==> src/rtl/booth_mult_seq.sv <==
// Sequential radix-2 Booth multiplier: one recoded multiplier digit per clock,
// with a start/busy/done handshake so one instance can be time-shared.
module booth_mult_seq #(
  parameter int N = 4
) (
  input  logic           clk,
  input  logic           rst,
  input  logic           start,
  input  logic [N-1:0]   md,
  input  logic [N-1:0]   mr,
  output logic           busy,
  output logic           done,
  output logic [2*N-1:0] product,
  output logic           booth_add,
  output logic           booth_sub
);

  localparam int CW = $clog2(N + 1);
  localparam logic [1:0] IDLE = 2'd0;
  localparam logic [1:0] RUN  = 2'd1;
  localparam logic [1:0] DONE = 2'd2;
  localparam logic [CW-1:0] LAST = CW'(N - 1);

  logic [1:0]    state;
  logic [N:0]    m, a, a_nxt, a_sh;
  logic [N-1:0]  q, q_sh;
  logic          q_1;
  logic [CW-1:0] cnt;

  // A is one bit wider than the operands so md = -2^(N-1) cannot overflow.
  always_comb begin
    a_nxt = a;
    case ({q[0], q_1})
      2'b01:   a_nxt = a + m;
      2'b10:   a_nxt = a - m;
      default: a_nxt = a;
    endcase
    a_sh = {a_nxt[N], a_nxt[N:1]};
    q_sh = {a_nxt[0], q[N-1:1]};
  end

  assign booth_add = (state == RUN) && ({q[0], q_1} == 2'b01);
  assign booth_sub = (state == RUN) && ({q[0], q_1} == 2'b10);

  always_ff @(posedge clk) begin
    if (rst) begin
      state   <= IDLE;
      m       <= '0;
      a       <= '0;
      q       <= '0;
      q_1     <= 1'b0;
      cnt     <= '0;
      product <= '0;
      busy    <= 1'b0;
      done    <= 1'b0;
    end else begin
      case (state)
        IDLE: begin
          if (start) begin
            m     <= {md[N-1], md};
            a     <= '0;
            q     <= mr;
            q_1   <= 1'b0;
            cnt   <= '0;
            state <= RUN;
            busy  <= 1'b1;
          end
        end
        RUN: begin
          a   <= a_sh;
          q   <= q_sh;
          q_1 <= q[0];
          cnt <= cnt + 1'b1;
          if (cnt == LAST) begin
            product <= {a_sh[N-1:0], q_sh};
            state   <= DONE;
            done    <= 1'b1;
          end
        end
        DONE: begin
          state <= IDLE;
          busy  <= 1'b0;
          done  <= 1'b0;
        end
        default: begin
          state <= IDLE;
          busy  <= 1'b0;
          done  <= 1'b0;
        end
      endcase
    end
  end

endmodule

==> config.mk <==
export PLATFORM = sky130hd
export DESIGN_NAME = booth_mult_seq
export DESIGN_NICKNAME = d
export VERILOG_FILES = /design/src/rtl/booth_mult_seq.sv
export SDC_FILE = /design/constraint.sdc
export NUM_CORES = 1
export LEC_CHECK = 0
export CAP_MARGIN = 0
export CORE_AREA = 2 2 81 44
export DETAILED_ROUTE_END_ITERATION = 6
export DIE_AREA = 0 0 83 46
export HOLD_SLACK_MARGIN = 0.1
export PLACE_DENSITY = 0.69
export RECOVER_POWER = 25
export SETUP_SLACK_MARGIN = 0.05
export SLEW_MARGIN = 20
export SYNTH_ARGS = -nofsm -noshare
export SYNTH_HDL_FRONTEND = slang
export SYNTH_SLANG_ARGS = --single-unit
==> constraint.sdc <==
create_clock -name clk -period 2.3 [get_ports clk]
set_clock_uncertainty 0.15 [all_clocks]
set_input_delay 0.23 -clock clk [delete_from_list [all_inputs] [get_ports clk]]
set_output_delay 0.23 -clock clk [all_outputs]
set_load 0.02 [all_outputs]
==> key figures, run 1 <==
Detailed routing
  • Number of routed nets with antenna violations: 0
  • WL final: approximately 3500 um
  • Via count: 1297
  • Post-route DRC: 0
  • Pre-Repair DR Iteration Count: 4
  • DR iter-0 viols: 102
  • WL per Instance: 14.1 um
  • Vias per cell: 5.17

Floorplanning
  • Initial core utilization: 0.437
  • Chip width: between 80 and 90 um
  • Core area: about 3200 um2
  • DIE AREA: ~3800 um2
  • IO Count: 23
  • Die Span Y: 46 um
  • Row cnt: 15

Timing
  • Worst-margin pin slew: 528 ps
  • Setup WS post-layout: -133 ps
  • Maximum operating frequency: roughly 400 MHz
  • RSZ-0062 raised after global routing: yes
  • Worst hold slack: slightly above 300 ps
  • Final Cycle Share: 1.06
  • Pins Over Slew Limit: 0
  • Slew HR: 0.647
  • Tmin final: 2430 ps
  • Finish-stage setup viols: 2
  • Final Hold Violating Endpoints: 0

Global routing
  • GR Util All Layers: 0.199
  • First-pass GRT wire length: 5800 um
  • GRT overflow: 0
  • Initial antenna violation count: 0
  • Pin count of the biggest net entering global routing: 29
  • Number of global-route vias before repair: 1244

Synthesis
  • Mux contribution to synthesized area: 0.0304
  • Cells after Synth: about 180
  • Post-Synth Simple-Gate Area: 0.256
  • Post-Synth Adder-Cell Area: 0.0946
  • Syn_area_per_cell: 7.92 um2
  • Synth Area in Compound Gates: 0.145
  • Largest family of logic cells by synthesized area: simple AND/OR/NAND/NOR gates
  • Register area share after synthesis: 0.400
  • Xor-xnor portion of the synthesized cell area: 0.0250
  • Number of synthesized flops with an enable pin: 0
  • Yosys warnings: 0
  • Syn nets: 198
  • Synthesized area: approximately 1400 um2
  • Post-synth top flop: dfxtp_1
  • Unique masters post-synth: 32
  • Synthesized flop and latch total: 28
  • Ys async rst share: 0

Worst setup path
  • Worst Path Arrival: 2480 ps
  • Critical Path Sink: product[7]$_SDFFE_PP0P_
  • RR Endpoint: product[7]$_SDFFE_PP0P_
  • Worst Setup Start Kind: register
  • R2r startpoint: m[0]$_SDFFE_PP0P_
  • Req. time, crit path: 2350 ps
  • Critical path class: reg -> reg
  • Reg2Reg Depth: 9
  • Critical Path End Type: register
  • Reg2reg setup slack: -130 ps
  • Crit path max fanout: 3
  • Critical path origin: m[0]$_SDFFE_PP0P_

Clock network
  • Cts hold-fix bufs: 0
  • Clock-pin slew on the worst setup and hold paths: 90 ps
  • Clk_lat worst skew: between 200 and 300 ps
  • CTS tree: built
  • Clk root buf: clkbuf_8
  • Max Root-Sink Buffers: 2
  • Num Clock Sinks: 28
  • CTS buffer count: 3
  • H-Tree Depth: 1

Status
  • Failing checks: negative setup slack
  • Run status: complete, but fails checks

Placed design
  • Dpl ws: -156 ps
  • Routability cong.: 0.889
  • Port Buffers: 22
  • Dpl hpwl: 2590 um

Power and ir drop
  • PD cells: 634 nW/um2
  • P_leak: 0.732 nW
  • Worst VDD drop: roughly 0.00035 V

Layout
  • Area growth, synth to finish: 41.6%
  • Leading cell type in the layout, fill and taps excluded: nand2_1
  • Commonest non-fill, non-tap cells in the layout: 31 x nand2_1, 24 x dfxtp_1, 21 x clkdlybuf4s50_1, 20 x nor2_1, 18 x a21oi_1
  • Ant diodes: 0
  • Layout cells sized above 1: 0.239
  • Nets: roughly 230

Min path
  • Worst hold path type: reg -> reg

Flow run
  • Maxcap violations: 0
logic make-up (layout without fill, tap and decap cells):
family | Yosys count | count (layout)
compound gates | 34 | 34
xor+xnor | 4 | 4
fa+ha+maj | 10 | 10
buf+inv | 18 | 50
flops | 28 | 28
mux | 4 | 4
simple gates | 79 | 79
worst max-delay path, stage by stage, from the launching register on:
cell and delay (ps):
dfxtp_2 350, inv_2 40, ha_4 220, mux2_4 280, fa_2 350, nand2b_4 160
a21oi_4 140, xnor2_2 90, or3_1 330, a311oi_2 250
repair_timing:
| action | 4_1_cts | 5_1_grt |
|---|---|---|
| buffers inserted | 2 | 2 |
| pin swaps | 8 | 14 |
| endpoints found under the setup margin | 5 | 6 |
| gates resized for setup | 20 | 15 |
flip-flops by register name, indices dropped and copies added (netlist names):
register and count:
a 4, busy 1, cnt 3, done 1, m 4, product 8, q 4, q_1 1
state 2
per-stage QoR:
stage          area (um2)  instances  power [mW]  utilization  setup TNS [ps]
3_5_place_dp         1750        244       0.789        0.545            -440
6_report             1980        251        1.26        0.618            -239
4_1_cts              1920        250        1.23        0.599            -222
2_1_floorplan        1420        177       0.698            -            -130
5_1_grt              1980        251        1.32        0.618            -406
3_3_place_gp         1750        244       0.773        0.545            -242
layout make-up:
class | count | area (um2)
Sequential cell | 28 | 566
Clock inverter | 1 | 30.0
Timing Repair Buffer | 37 | 333
Multi-Input combinational cell | 131 | 928
Tap cell | 42 | 52.6
Fill cell | 255 | 1220
Inverter | 9 | 33.8
Clock buffer | 3 | 41.3
power breakdown:
part	internal (mW)	switching, mW	leakage (nW)
sequential	0.505	0.0186	0.229
clock	0.233	0.150	0.0357
combinational	0.180	0.171	0.466
cells in the mapped netlist, drive strengths merged (2+ instances only):
cell	instances	share of area
a311oi	4	0.025
nor3	4	0.014
nand3	5	0.018
nor3b	2	0.014
clkbuf	8	0.021
inv	9	0.024
o21ai	4	0.014
nand2b	5	0.022
a21oi	21	0.080
nor2	23	0.062
and2	4	0.019
xnor2	3	0.019
nand2	31	0.083
mux2	2	0.016
a31oi	2	0.0089
dfxtp	28	0.40
mux2i	2	0.014
ha	9	0.080
worst min path at each step:
stage	to	depth (start not counted)	startpoint	slack (ps)
detailed placement	product[2]$_SDFFE_PP0P_	2	product[2]$_SDFFE_PP0P_	300
global placement	product[3]$_SDFFE_PP0P_	2	product[3]$_SDFFE_PP0P_	290
global route	product[2]$_SDFFE_PP0P_	2	product[2]$_SDFFE_PP0P_	320
CTS	product[2]$_SDFFE_PP0P_	2	product[2]$_SDFFE_PP0P_	310
finish	product[0]$_SDFFE_PP0P_	2	product[0]$_SDFFE_PP0P_	310
floorplan	m[1]$_SDFFE_PP0P_	2	md[1]	210
per-layer routing:
| metal | routed length (um) | track usage | vias to the layer above |
|---|---|---|---|
| met1 | 1750 | 0.246 | 599 |
| li1 | - | - | 652 |
| met5 | 0 | 0 | - |
| met4 | 53 | 0.0361 | 0 |
| met2 | 1580 | 0.350 | 38 |
| met3 | 159 | 0.0688 | 8 |
No activity file was read; power rests on OpenSTA's default activity.
==> run 2, diff against run 1 <==
PLACE_DENSITY = 0.72   (was 0.69)
==> key figures, run 2 (synthesis gave the netlist of run 1 again) <==
Power and ir drop
  • Switching Share: 0.278
  • P_sw: 358 uW
  • Gate power share: 0.289
  • P_leak: 0.784 nW
  • Int Pwr: a little over 900 uW
  • Worst VDD drop: 0.000371 V
  • Flop pwr share: 0.407
  • Power share of the clock group: 0.304
  • PD cells: 639 nW/um2

Layout
  • Layout cells sized above 1: 0.243
  • Ant diodes: 0
  • Leading cell type in the layout, fill and taps excluded: nand2_1
  • Max reg flops: 8
  • Nets: 232
  • Final std cells w/o fill: 252
  • Largest Register: product
  • Commonest non-fill, non-tap cells in the layout: 31 x nand2_1, 24 x dfxtp_1, 20 x nor2_1, 20 x clkdlybuf4s50_1, 18 x a21oi_1
  • Area growth, synth to finish: 43.9%

Detailed routing
  • Via count: approximately 1400
  • DR iter-0 viols: 65
  • Post-route DRC: 0
  • Number of routed nets with antenna violations: 0
  • WL per Instance: 15.3 um
  • WL final: 3870 um
  • Pre-Repair DR Iteration Count: 4
  • Vias per cell: 5.37

Worst setup path
  • Reg2Reg Depth: 9
  • Crit-path cells: inv_1 -> ha_4 -> mux2_4 -> fa_2 -> nand2b_4 -> a21oi_4 -> xnor2_2 -> or4_1 -> a31oi_1
  • Req. time, crit path: 2360 ps
  • Critical path class: reg -> reg
  • Worst Setup Start Kind: register
  • Reg2reg setup slack: -140 ps
  • Slowest-stage cell, CP: or4_1
  • RR Endpoint: a[3]$_SDFFE_PP0P_
  • Crit path max fanout: 3
  • Critical Path End Type: register
  • Worst Path Arrival: 2490 ps
  • Peak per-stage delay on the critical path: 410 ps
  • R2r startpoint: m[1]$_SDFFE_PP0P_

Min path
  • Hold path start: product[1]$_SDFFE_PP0P_
  • Hold depth: 2
  • Worst hold path type: reg -> reg
  • WHS Endpoint: product[1]$_SDFFE_PP0P_

Timing
  • Slew HR: 0.584
  • Final Cycle Share: 1.06
  • Finish-stage setup viols: 5
  • Setup TNS: -467 ps
  • Final Hold Violating Endpoints: 0
  • Pins Over Slew Limit: 0
  • Worst hold slack: 313 ps
  • Maximum operating frequency: between 400 and 500 MHz
  • Worst-margin pin slew: 622 ps
  • RSZ-0062 raised after global routing: yes
  • Setup WS post-layout: -137 ps
  • Tmin final: 2440 ps

Clock network
  • CTS buffer count: 3
  • Clock-pin slew on the worst setup and hold paths: 100 ps
  • Max Root-Sink Buffers: 2
  • H-Tree Depth: 1
  • Cts hold-fix bufs: 0
  • Clk root buf: clkbuf_8
  • Num Clock Sinks: 28
  • CTS tree: built
  • Clk_lat worst skew: 280 ps

Global routing
  • GRT overflow: 0
  • Number of global-route vias before repair: 1303
  • First-pass GRT wire length: 5960 um
  • Pin count of the biggest net entering global routing: 29
  • GR Util All Layers: 0.203
  • Initial antenna violation count: 0

Floorplanning
  • Core area: 3210 um2
  • Initial core utilization: 0.437
  • IO Count: 23
  • Chip width: 83 um
  • Row cnt: 15
  • DIE AREA: 3820 um2
  • Die Span Y: 46 um

Placed design
  • Dpl ws: -149 ps
  • Port Buffers: 22
  • Dpl hpwl: 2520 um
  • Routability cong.: 0.790
  • Post-placement cell count: 243

Status
  • Run status: complete, but fails checks
  • Failing checks: negative setup slack

Flow run
  • Maxcap violations: 0
## run 2: cell types whose count changed in the layout (fill, tap and decap cells not counted), sizes merged
cell	previous run	this run
clkdlybuf4s50	21	20
clkbuf	5	4
dlymetal6s2s	0	2
buf	13	15
dlygate4sd3	1	0
## run 2: worst max path at each step
stage,from,end,slack [ps],cells past startpoint
after floorplan,m[0]$_SDFFE_PP0P_,product[7]$_SDFFE_PP0P_,-80,9
after detailed placement,m[0]$_SDFFE_PP0P_,a[3]$_SDFFE_PP0P_,-150,9
after CTS,m[0]$_SDFFE_PP0P_,product[7]$_SDFFE_PP0P_,-120,9
after global routing,m[1]$_SDFFE_PP0P_,a[3]$_SDFFE_PP0P_,-190,9
final,m[1]$_SDFFE_PP0P_,a[3]$_SDFFE_PP0P_,-140,9
after global placement,m[0]$_SDFFE_PP0P_,product[7]$_SDFFE_PP0P_,-90,9
## run 2: critical path: cells and delay by family (launching register included)
| family | cells | cell delay [ps] |
|---|---|---|
| AOI/OAI and AO/OA | 2 | 310 |
| muxes | 1 | 280 |
| adders and majority gates | 2 | 550 |
| buffers and inverters | 1 | 90 |
| xor gates and xnor gates | 1 | 90 |
| DFF | 1 | 330 |
| and+or+nand+nor | 2 | 560 |
## run 2: stage by stage
step | util | instance area (um2) | power [mW]
final | 0.628 | 2020 | 1.29
after global routing | 0.628 | 2020 | 1.34
after CTS | 0.611 | 1960 | 1.26
after detailed placement | 0.542 | 1740 | 0.783
after global placement | 0.542 | 1740 | 0.771
after floorplan | - | 1420 | 0.698
## run 2: repair_timing
item / in CTS / in global routing
buffers inserted: 5 / 2
resized for setup: 26 / 12
pin swaps: 13 / 10
hold endpoints to repair: 0 / 0
setup endpoints to repair: 6 / 8
## run 2: final cells by class
| class | instances | area [um2] |
|---|---|---|
| Clock buffer | 3 | 41.3 |
| Clock inverter | 1 | 30.0 |
| Fill cell | 255 | 1190 |
| Inverter | 9 | 36.3 |
| Multi-Input combinational cell | 131 | 938 |
| Sequential cell | 28 | 566 |
| Tap cell | 42 | 52.6 |
| Timing Repair Buffer | 38 | 353 |
## run 2: power groups by stage
stage	Clock (mW)	Sequential (mW)	Combinational, mW
5_1_grt	0.415	0.527	0.397
6_report	0.392	0.525	0.372
3_3_place_gp	0	0.530	0.241
4_1_cts	0.394	0.522	0.340
2_1_floorplan	0	0.531	0.167
3_5_place_dp	0	0.531	0.252
## run 2: routing by layer
metal / global-route usage / wire, um / vias up
li1: - / - / 660
met1: 0.236 / 1780 / 658
met2: 0.381 / 1940 / 33
met3: 0.0580 / 144 / 2
met4: 0.0590 / 8 / 0
met5: 0 / 0 / -
==> run 3, diff against run 2 <==
CORE_AREA = 8 8 87 50   (was 2 2 81 44)
DIE_AREA = 0 0 95 58   (was 0 0 83 46)
==> key figures, run 3 (synthesis gave the netlist of run 1 again) <==
Clock network
  • Clk root buf: clkbuf_8
  • Clk_lat worst skew: 280 ps
  • CTS buffer count: 3
  • Clock-pin slew on the worst setup and hold paths: 100 ps
  • CTS tree: built
  • Num Clock Sinks: 28
  • H-Tree Depth: 1
  • Max Root-Sink Buffers: 2

Timing
  • Worst-margin pin slew: 571 ps
  • Pins Over Slew Limit: 0
  • Worst hold slack: 310 ps
  • Setup WS post-layout: -133 ps
  • Tmin final: 2430 ps
  • Final Hold Violating Endpoints: 0
  • Maximum operating frequency: 411 MHz
  • Setup TNS: -419 ps
  • Final Cycle Share: 1.06
  • Slew HR: 0.618
  • RSZ-0062 raised after global routing: yes
  • Finish-stage setup viols: 4

Global routing
  • GRT overflow: 0
  • First-pass GRT wire length: 5840 um
  • Met2 Track Usage GR: 0.220
  • Pin count of the biggest net entering global routing: 29
  • Met3 usage: 0.0322
  • Routing usage on met1: 0.167
  • GR Util All Layers: 0.132
  • Number of global-route vias before repair: between 1000 and 1500
  • Initial antenna violation count: 0
  • Busiest grt layer: met2

Floorplanning
  • Core area: 3210 um2
  • Row cnt: 15
  • Die Span Y: between 50 and 60 um
  • DIE AREA: ~5500 um2
  • Initial core utilization: 0.437
  • IO Count: 23
  • Chip width: 95 um

Worst setup path
  • Worst path bufs/invs: 1
  • Req. time, crit path: 2350 ps
  • Crit-path cells: inv_2 -> ha_4 -> mux2_4 -> fa_2 -> nand2b_4 -> a21oi_4 -> xnor2_2 -> or3_4 -> a311oi_2
  • Crit path max fanout: 3
  • Delay-heaviest family, CP: adder cells
  • Reg2reg setup slack: -130 ps
  • Slowest-stage cell, CP: dfxtp_2
  • Peak per-stage delay on the critical path: 350 ps
  • Critical Path End Type: register
  • Critical path class: reg -> reg
  • Worst Setup Start Kind: register
  • Worst Path Arrival: 2480 ps

Detailed routing
  • Pre-Repair DR Iteration Count: 4
  • WL per Instance: between 10 and 15 um
  • Vias per cell: between 5 and 6
  • Via count: 1325
  • DR iter-0 viols: 57
  • Number of routed nets with antenna violations: 0
  • WL final: about 3700 um
  • Post-route DRC: 0

Status
  • Run status: complete, but fails checks
  • Failing checks: negative setup slack

Layout
  • Register Area: 566 um2
  • Max reg flops: 8
  • Layout cells sized above 1: 0.256
  • Leading cell type in the layout, fill and taps excluded: nand2_1
  • Ant diodes: 0
  • Filler cell count: 283
  • Area growth, synth to finish: 43.7%
  • Nets: approximately 230
  • Final std cells w/o fill: roughly 250
  • Fin area: between 2000 and 2500 um2
  • Largest Register: product
  • Multi-input combinational cell area: 928 um2
  • Commonest non-fill, non-tap cells in the layout: 31 x nand2_1, 24 x dfxtp_1, 22 x clkdlybuf4s50_1, 19 x nor2_1, 18 x a21oi_1

Placed design
  • Port Buffers: 22
  • Routability cong.: 0.786
  • Dpl hpwl: 2570 um
  • Area after DPL: about 1700 um2
  • Post-placement cell count: 243

Power and ir drop
  • Switching Share: 0.273
  • P_leak: 0.755 nW
  • PD cells: 634 nW/um2
  • Power share of the clock group: 0.307
  • Flop pwr share: 0.410
  • Gate power share: 0.283
  • Int Pwr: approximately 930 uW
  • Worst VDD drop: 0.000355 V
  • P_sw: 349 uW

Flow run
  • Maxcap violations: 0

Min path
  • Worst hold path type: reg -> reg
## run 3: layer usage
metal | up-vias | part of all wire
met1 | 632 | 0.46
li1 | 659 | -
met5 | - | 0
met4 | 0 | 0.0027
met3 | 2 | 0.054
met2 | 32 | 0.49
## run 3: final cells by class
cell class / instances / area share
timing repair buffer: 39 / 0.178
sequential: 28 / 0.281
clock inverter: 1 / 0.0149
inverter: 9 / 0.0180
multi-input combinational: 131 / 0.461
clock buffer: 3 / 0.0205
tap: 42 / 0.0261
## run 3: stage by stage
step / power, mW / worst slack (ps) / utilization
after global routing: 1.33 / -199 / 0.627
final: 1.28 / -133 / 0.627
after floorplan: 0.698 / -81.3 / -
after detailed placement: 0.779 / -193 / 0.542
after global placement: 0.769 / -88.7 / 0.542
after CTS: 1.22 / -167 / 0.590
## run 3: what timing repair did
item | 4_1_cts | 5_1_grt
setup endpoints to repair | 5 | 6
endpoints found under the hold margin | 0 | 0
pin swaps | 6 | 11
gates resized for setup | 14 | 23
buffers inserted | 3 | 5
hold buffers | 0 | 0
## run 3: worst reg2reg max path, stage by stage (launching register included)
cell      delay (ps)
dfxtp_2          350
inv_2             40
ha_4             220
mux2_4           280
fa_2             350
nand2b_4         160
a21oi_4          140
xnor2_2           90
or3_4            340
a311oi_2         230
## run 3: power groups by stage
| stage | logic (mW) | registers (mW) | clock network, mW |
|---|---|---|---|
| final | 0.361 | 0.524 | 0.392 |
| after global routing | 0.390 | 0.526 | 0.415 |
| after CTS | 0.300 | 0.520 | 0.397 |
| after detailed placement | 0.248 | 0.531 | 0 |
| after global placement | 0.240 | 0.530 | 0 |
| after floorplan | 0.167 | 0.531 | 0 |
## run 3: worst paths after layout
path / depth (start not counted) / to / startpoint
min: 2 / product[1]$_SDFFE_PP0P_ / product[1]$_SDFFE_PP0P_
max: 9 / product[7]$_SDFFE_PP0P_ / m[0]$_SDFFE_PP0P_
max reg2reg: 9 / product[7]$_SDFFE_PP0P_ / m[0]$_SDFFE_PP0P_
min reg2reg: 2 / product[1]$_SDFFE_PP0P_ / product[1]$_SDFFE_PP0P_
